`src/rtl/data_memory_arbiter.sv`:
```
// Two-requester arbiter/sequencer for the single-port 64x64 data memory (IDLE -> ISSUE -> WAIT).
// Optional DMEM_ARB_FIXED_PRI_EN: requester 0 always wins contention; default is round-robin.
module data_memory_arbiter #(
  parameter int ADDR_W = 64,
  parameter int DATA_W = 64
) (
  input  logic              Clk,
  input  logic              Rst,
  input  logic              req0,
  input  logic              rd0,
  input  logic              wr0,
  input  logic [ADDR_W-1:0] addr0,
  input  logic [DATA_W-1:0] wdata0,
  output logic              gnt0,
  output logic              done0,
  input  logic              req1,
  input  logic              rd1,
  input  logic              wr1,
  input  logic [ADDR_W-1:0] addr1,
  input  logic [DATA_W-1:0] wdata1,
  output logic              gnt1,
  output logic              done1,
  output logic [DATA_W-1:0] rdata,
  output logic              mem_en,
  output logic              mem_read,
  output logic              mem_write,
  output logic [ADDR_W-1:0] mem_address,
  output logic [DATA_W-1:0] mem_wdata,
  input  logic [DATA_W-1:0] mem_rdata
);

  typedef enum logic [1:0] {S_IDLE, S_ISSUE, S_WAIT} state_t;

  typedef struct packed {
    logic              rd;
    logic              wr;
    logic [ADDR_W-1:0] addr;
    logic [DATA_W-1:0] wdata;
  } cmd_t;

  state_t state, state_nx;
  cmd_t   cmd_q, cmd0, cmd1;
  logic   id_q;   // owner of the outstanding transaction (1 = requester 1)
  logic   win;    // arbitration result for this cycle (1 = requester 1)
  logic   take;

  assign cmd0 = '{rd: rd0, wr: wr0, addr: addr0, wdata: wdata0};
  assign cmd1 = '{rd: rd1, wr: wr1, addr: addr1, wdata: wdata1};

`ifdef DMEM_ARB_FIXED_PRI_EN
  assign win = ~req0;
`else
  logic last;
  // On contention the requester that did not win last time goes first.
  assign win = (req0 & req1) ? ~last : ~req0;

  always_ff @(posedge Clk) begin
    if (Rst)       last <= 1'b1;
    else if (take) last <= win;
  end
`endif

  always_comb begin
    state_nx  = state;
    take      = 1'b0;
    mem_en    = 1'b0;
    mem_read  = 1'b0;
    mem_write = 1'b0;
    done0     = 1'b0;
    done1     = 1'b0;
    case (state)
      S_IDLE: begin
        if (req0 | req1) begin
          take     = 1'b1;
          state_nx = S_ISSUE;
        end
      end
      S_ISSUE: begin
        mem_en    = 1'b1;
        mem_read  = cmd_q.rd;
        mem_write = cmd_q.wr;
        state_nx  = S_WAIT;
      end
      S_WAIT: begin
        // Reset arriving while the completion is pending swallows the done.
        done0    = ~id_q & ~Rst;
        done1    = id_q & ~Rst;
        state_nx = S_IDLE;
      end
      default: state_nx = S_IDLE;
    endcase
    rdata = (done0 | done1) ? mem_rdata : '0;
  end

  assign mem_address = cmd_q.addr;
  assign mem_wdata   = cmd_q.wdata;

  always_ff @(posedge Clk) begin
    if (Rst) begin
      state <= S_IDLE;
      gnt0  <= 1'b0;
      gnt1  <= 1'b0;
      cmd_q <= '0;
      id_q  <= 1'b0;
    end else begin
      state <= state_nx;
      gnt0  <= take & ~win;
      gnt1  <= take & win;
      if (take) begin
        cmd_q <= win ? cmd1 : cmd0;
        id_q  <= win;
      end
    end
  end

endmodule

```
`config.mk`:
```
export PLATFORM = sky130hd
export DESIGN_NAME = data_memory_arbiter
export DESIGN_NICKNAME = d
export VERILOG_FILES = /design/src/rtl/data_memory_arbiter.sv
export SDC_FILE = /design/constraint.sdc
export NUM_CORES = 1
export LEC_CHECK = 0
export BUFFER_PORTS_ARGS = -buffer_cell sky130_fd_sc_hd__buf_2
export CORE_AREA = 3 3 206 208
export CTS_CLUSTER_DIAMETER = 150
export CTS_CLUSTER_SIZE = 10
export DETAILED_ROUTE_END_ITERATION = 7
export DIE_AREA = 0 0 209 211
export GPL_ROUTABILITY_DRIVEN = 1
export PLACE_DENSITY = 0.5
export SLEW_MARGIN = 20
export SYNTH_ARGS = -nofsm -noshare
export SYNTH_HDL_FRONTEND = slang
export SYNTH_SLANG_ARGS = --single-unit
```
`constraint.sdc`:
```
create_clock -name Clk -period 2.05 [get_ports Clk]
set_clock_uncertainty 0.15 [all_clocks]
set_input_delay 0.41 -clock Clk [delete_from_list [all_inputs] [get_ports Clk]]
set_output_delay 0.41 -clock Clk [all_outputs]
set_load 0.03 [all_outputs]
```
==> summary.md <==
| Metric | Value |
|---|---|
| Status | `finished with violations` |
| Failing checks | `setup timing` |
| Core area | `between 40000 and 50000 sq um` |
| Post-Layout Inst Area | `11250 sq um` |
| Die width | `209 microns` |
| Post-synth EDFFs | `0` |
| Unique masters post-synth | `28` |
| Sw Share | `34.75%` |
| Vias in the first global route | `~8.5k` |
| Root Driver | `clkbuf_16` |
| Worst Setup Slack, final | `-265.0 ps` |
| Layout Cells excl Fill | `1827` |
| Mux contribution to synthesized area | `0%` |
| GPL Wtd Cong | `0.7936` |
| RSZ-0062 raised after global routing | `yes` |
| Detailed Place HPWL | `24640 microns` |
| Synth Area in XOR/XNOR | `0%` |
| Area contributors post-synth | `dfxtp_1 36%, buf_4 13%, a221o_1 7.2%, a31oi_1 6.4%, nand4_1 6.4%` |
| Crit Path Max Fanout | `17` |
| Multi-input logic area | `3354 sq um` |
| Placed insts | `1778` |
| Min-delay worst type | `input pin to flop` |
| Avg Inst Size Synth | `8.126 sq um` |
| Period utilization | `112.9%` |
| Via count | `between 8k and 9k` |
| Main combinational cell family by area after synthesis | `simple AND/OR/NAND/NOR gates` |
| Clock power share | `37.0%` |
| Simple-Gate Fraction of Synth Area | `22.90%` |
| Die Height | `211 microns` |
| Total GRT Usage | `15.29%` |
| Top_reg_cell synth | `dfxtp_1` |
| Clock Path Buffers | `2` |
| Max cap viols | `0` |
| Flop pwr share | `35.8%` |
| Slew HR | `38.79%` |
| Layout cells sized above 1 | `52.82%` |
| IO Count | `527` |
| Final setup viols | `between 70 and 80` |
| WP data required | `1490 ps` |
| DRC marker count from the first detailed-route iteration | `566` |
| Crit start category | `flop` |
| Cell taking the most area after synthesis | `dfxtp_1` |
| Lkg Pwr | `0.005258 uW` |
| Async S/R FF share, synth | `0%` |
| Cell Pwr Density | `755.7 nW/um^2` |
| Initial antenna violation count | `5` |
| Yosys warnings | `0` |
| Htree depth | `4` |
| DRC | `0` |
| Clk_lat worst skew | `approximately 430 ps` |
| Sequential area share after synthesis | `around 36%` |
| Max-slew violations | `0` |
| Count leader, synth | `dfxtp_1` |
| Dpl cell area | `between 9000 and 10000 sq um` |
| Hold Vio Cnt, Final | `0` |
| First-pass GRT wire length | `52030 microns` |
| IO Port Bufs | `~530` |
| Register area | `roughly 2700 sq um` |
| Final-layout fill cell count | `between 4k and 5k` |
| Total grt overflow | `0` |
| Arrival time worst endpoint | `between 1500 and 2000 ps` |
| Max IR drop VDD | `0.0004044 V` |
| Combinational power share | `27.2%` |
| #FFs+latches synth | `136` |
| List of most frequent post-synthesis cells | `136 x dfxtp_1, 128 x buf_4, 84 x clkbuf_1` |
| Worst setup EP type | `primary output` |
| Syn_nets | `1248` |
| Mapped Area | `roughly 7500 sq um` |
| Yosys top cell area share | `36.42%` |
| Initial core utilization | `18.35%` |
| WS Path Type | `flop to primary output` |
| Clock Pin Slew Worst Setup and Hold Paths | `approximately 70 ps` |
| Adder-Cell Fraction of Synth Area | `0%` |
| Largest net degree at the start of global routing | `78` |
| Worst-margin pin slew | `about 900 ps` |
| Row cnt | `74` |
| CTS Buf Count | `17` |
| Synth Instances | `about 900` |
| Area grow syn2layout | `50.51%` |
| Synth Area in Compound Gates | `19.00%` |
| Nets@finish | `1608` |
| Initial DRT Pass Iterations | `5` |
| Final min period | `~2300 ps` |
| CTS tree | `yes` |
| F_max | `432.0 MHz` |
| Clk sink count | `roughly 140` |
| DR vias/cell | `4.654` |
| Final ANT Viol Nets | `0` |
| Internal power | `5548 uW` |
| Die ar. | `44100 sq um` |
| P_sw | `2954 uW` |
| Routed len/inst | `19.75 microns` |
| Pwr Total | `between 8000 and 9000 uW` |
| Routed WL | `~36000 microns` |
[power by group through the flow]
stage / logic [uW] / registers, uW / clock network (uW)
4_1_cts: 2310 / 3040 / 3270
6_report: 2320 / 3040 / 3150
5_1_grt: 2470 / 3070 / 3370
3_3_place_gp: 2200 / 3100 / 0
2_1_floorplan: 1620 / 3050 / 0
3_5_place_dp: 2210 / 3100 / 0
[per-layer routing]
layer  track usage, %  wire length [microns]  share of wire [%]
met5                0                     21              0.058
met4            5.312                    958                2.7
met3            4.768                   2810                7.8
met2            26.36                  18110                 50
met1            18.02                  14180                 39
[layout make-up]
type / instances / share of cell area [%]
Timing Repair Buffer: 572 / 33.01
Clock buffer: 18 / 3.814
Inverter: 55 / 1.835
Antenna cell: 2 / 0.04448
Clock inverter: 14 / 1.301
Tap cell: 532 / 5.916
Multi-Input combinational cell: 498 / 29.81
Sequential cell: 136 / 24.26
[layout by cell type, fill, tap and decap left out, types with 6 or more instances in the layout]
cell and count:
and2_1 6, inv_1 54, o21ai_0 76, buf_6 69, buf_4 22, dfxtp_1 134
and2_4 47, buf_12 16, clkbuf_16 18, nand4_1 76, a221o_1 54, a31oi_1 76
nand3_1 76, nor4_1 50, buf_2 458, and2_2 14
[registers in the layout, indices dropped and copies added, names as in the netlist]
name and flops:
cmd_q 2, gnt0 1, gnt1 1, id_q 1, last 1, mem_address 64
mem_wdata 64, state 2
[worst paths after layout]
kind                        start               to  slack, ps  depth (start not counted)
setup / recovery         state[0]        rdata[39]       -260                          6
hold / removal           addr1[2]   mem_address[2]         40                          2
setup reg to reg         state[0]    mem_wdata[17]        -30                          6
hold reg to reg   mem_address[49]  mem_address[49]        330                          1
[worst max-delay path, cell delays in order (launching register included)]
cell,delay (ps)
dfxtp_4,360
nor3b_4,200
buf_12,160
buf_8,130
buf_16,150
and2_2,180
buf_6,130
[stage by stage]
stage | setup TNS, ps | hold slack [ps] | worst slack, ps | utilization, %
detailed placement | -124.1 | 316.4 | -50.59 | 24.20
floorplan | 0 | 306.9 | 4.988 | -
global placement | -64.02 | 316.9 | -29.82 | 24.20
global route | -21200 | 12.10 | -330.1 | 27.61
finish | -14540 | 44.69 | -265.0 | 27.62
CTS | -18200 | 0.1659 | -309.1 | 27.37
[cell families (layout without fill, tap and decap cells)]
| group | Yosys count | in the layout |
|---|---|---|
| AO/OA/AOI/OAI | 209 | 209 |
| buffers and inverters | 286 | 659 |
| flip-flops | 136 | 136 |
| other | 0 | 2 |
| AND/OR/NAND/NOR | 289 | 289 |
[timing repair]
item                                   4_1_cts  5_1_grt
cloned                                       4        1
endpoints found under the hold margin        1        0
setup buffers                                6        4
hold buffers                                 1        0
pin swaps                                   13        6
gates resized for setup                    173       30
setup endpoints to repair                   69       75
Note: power is estimated with default switching activity, not from simulation.
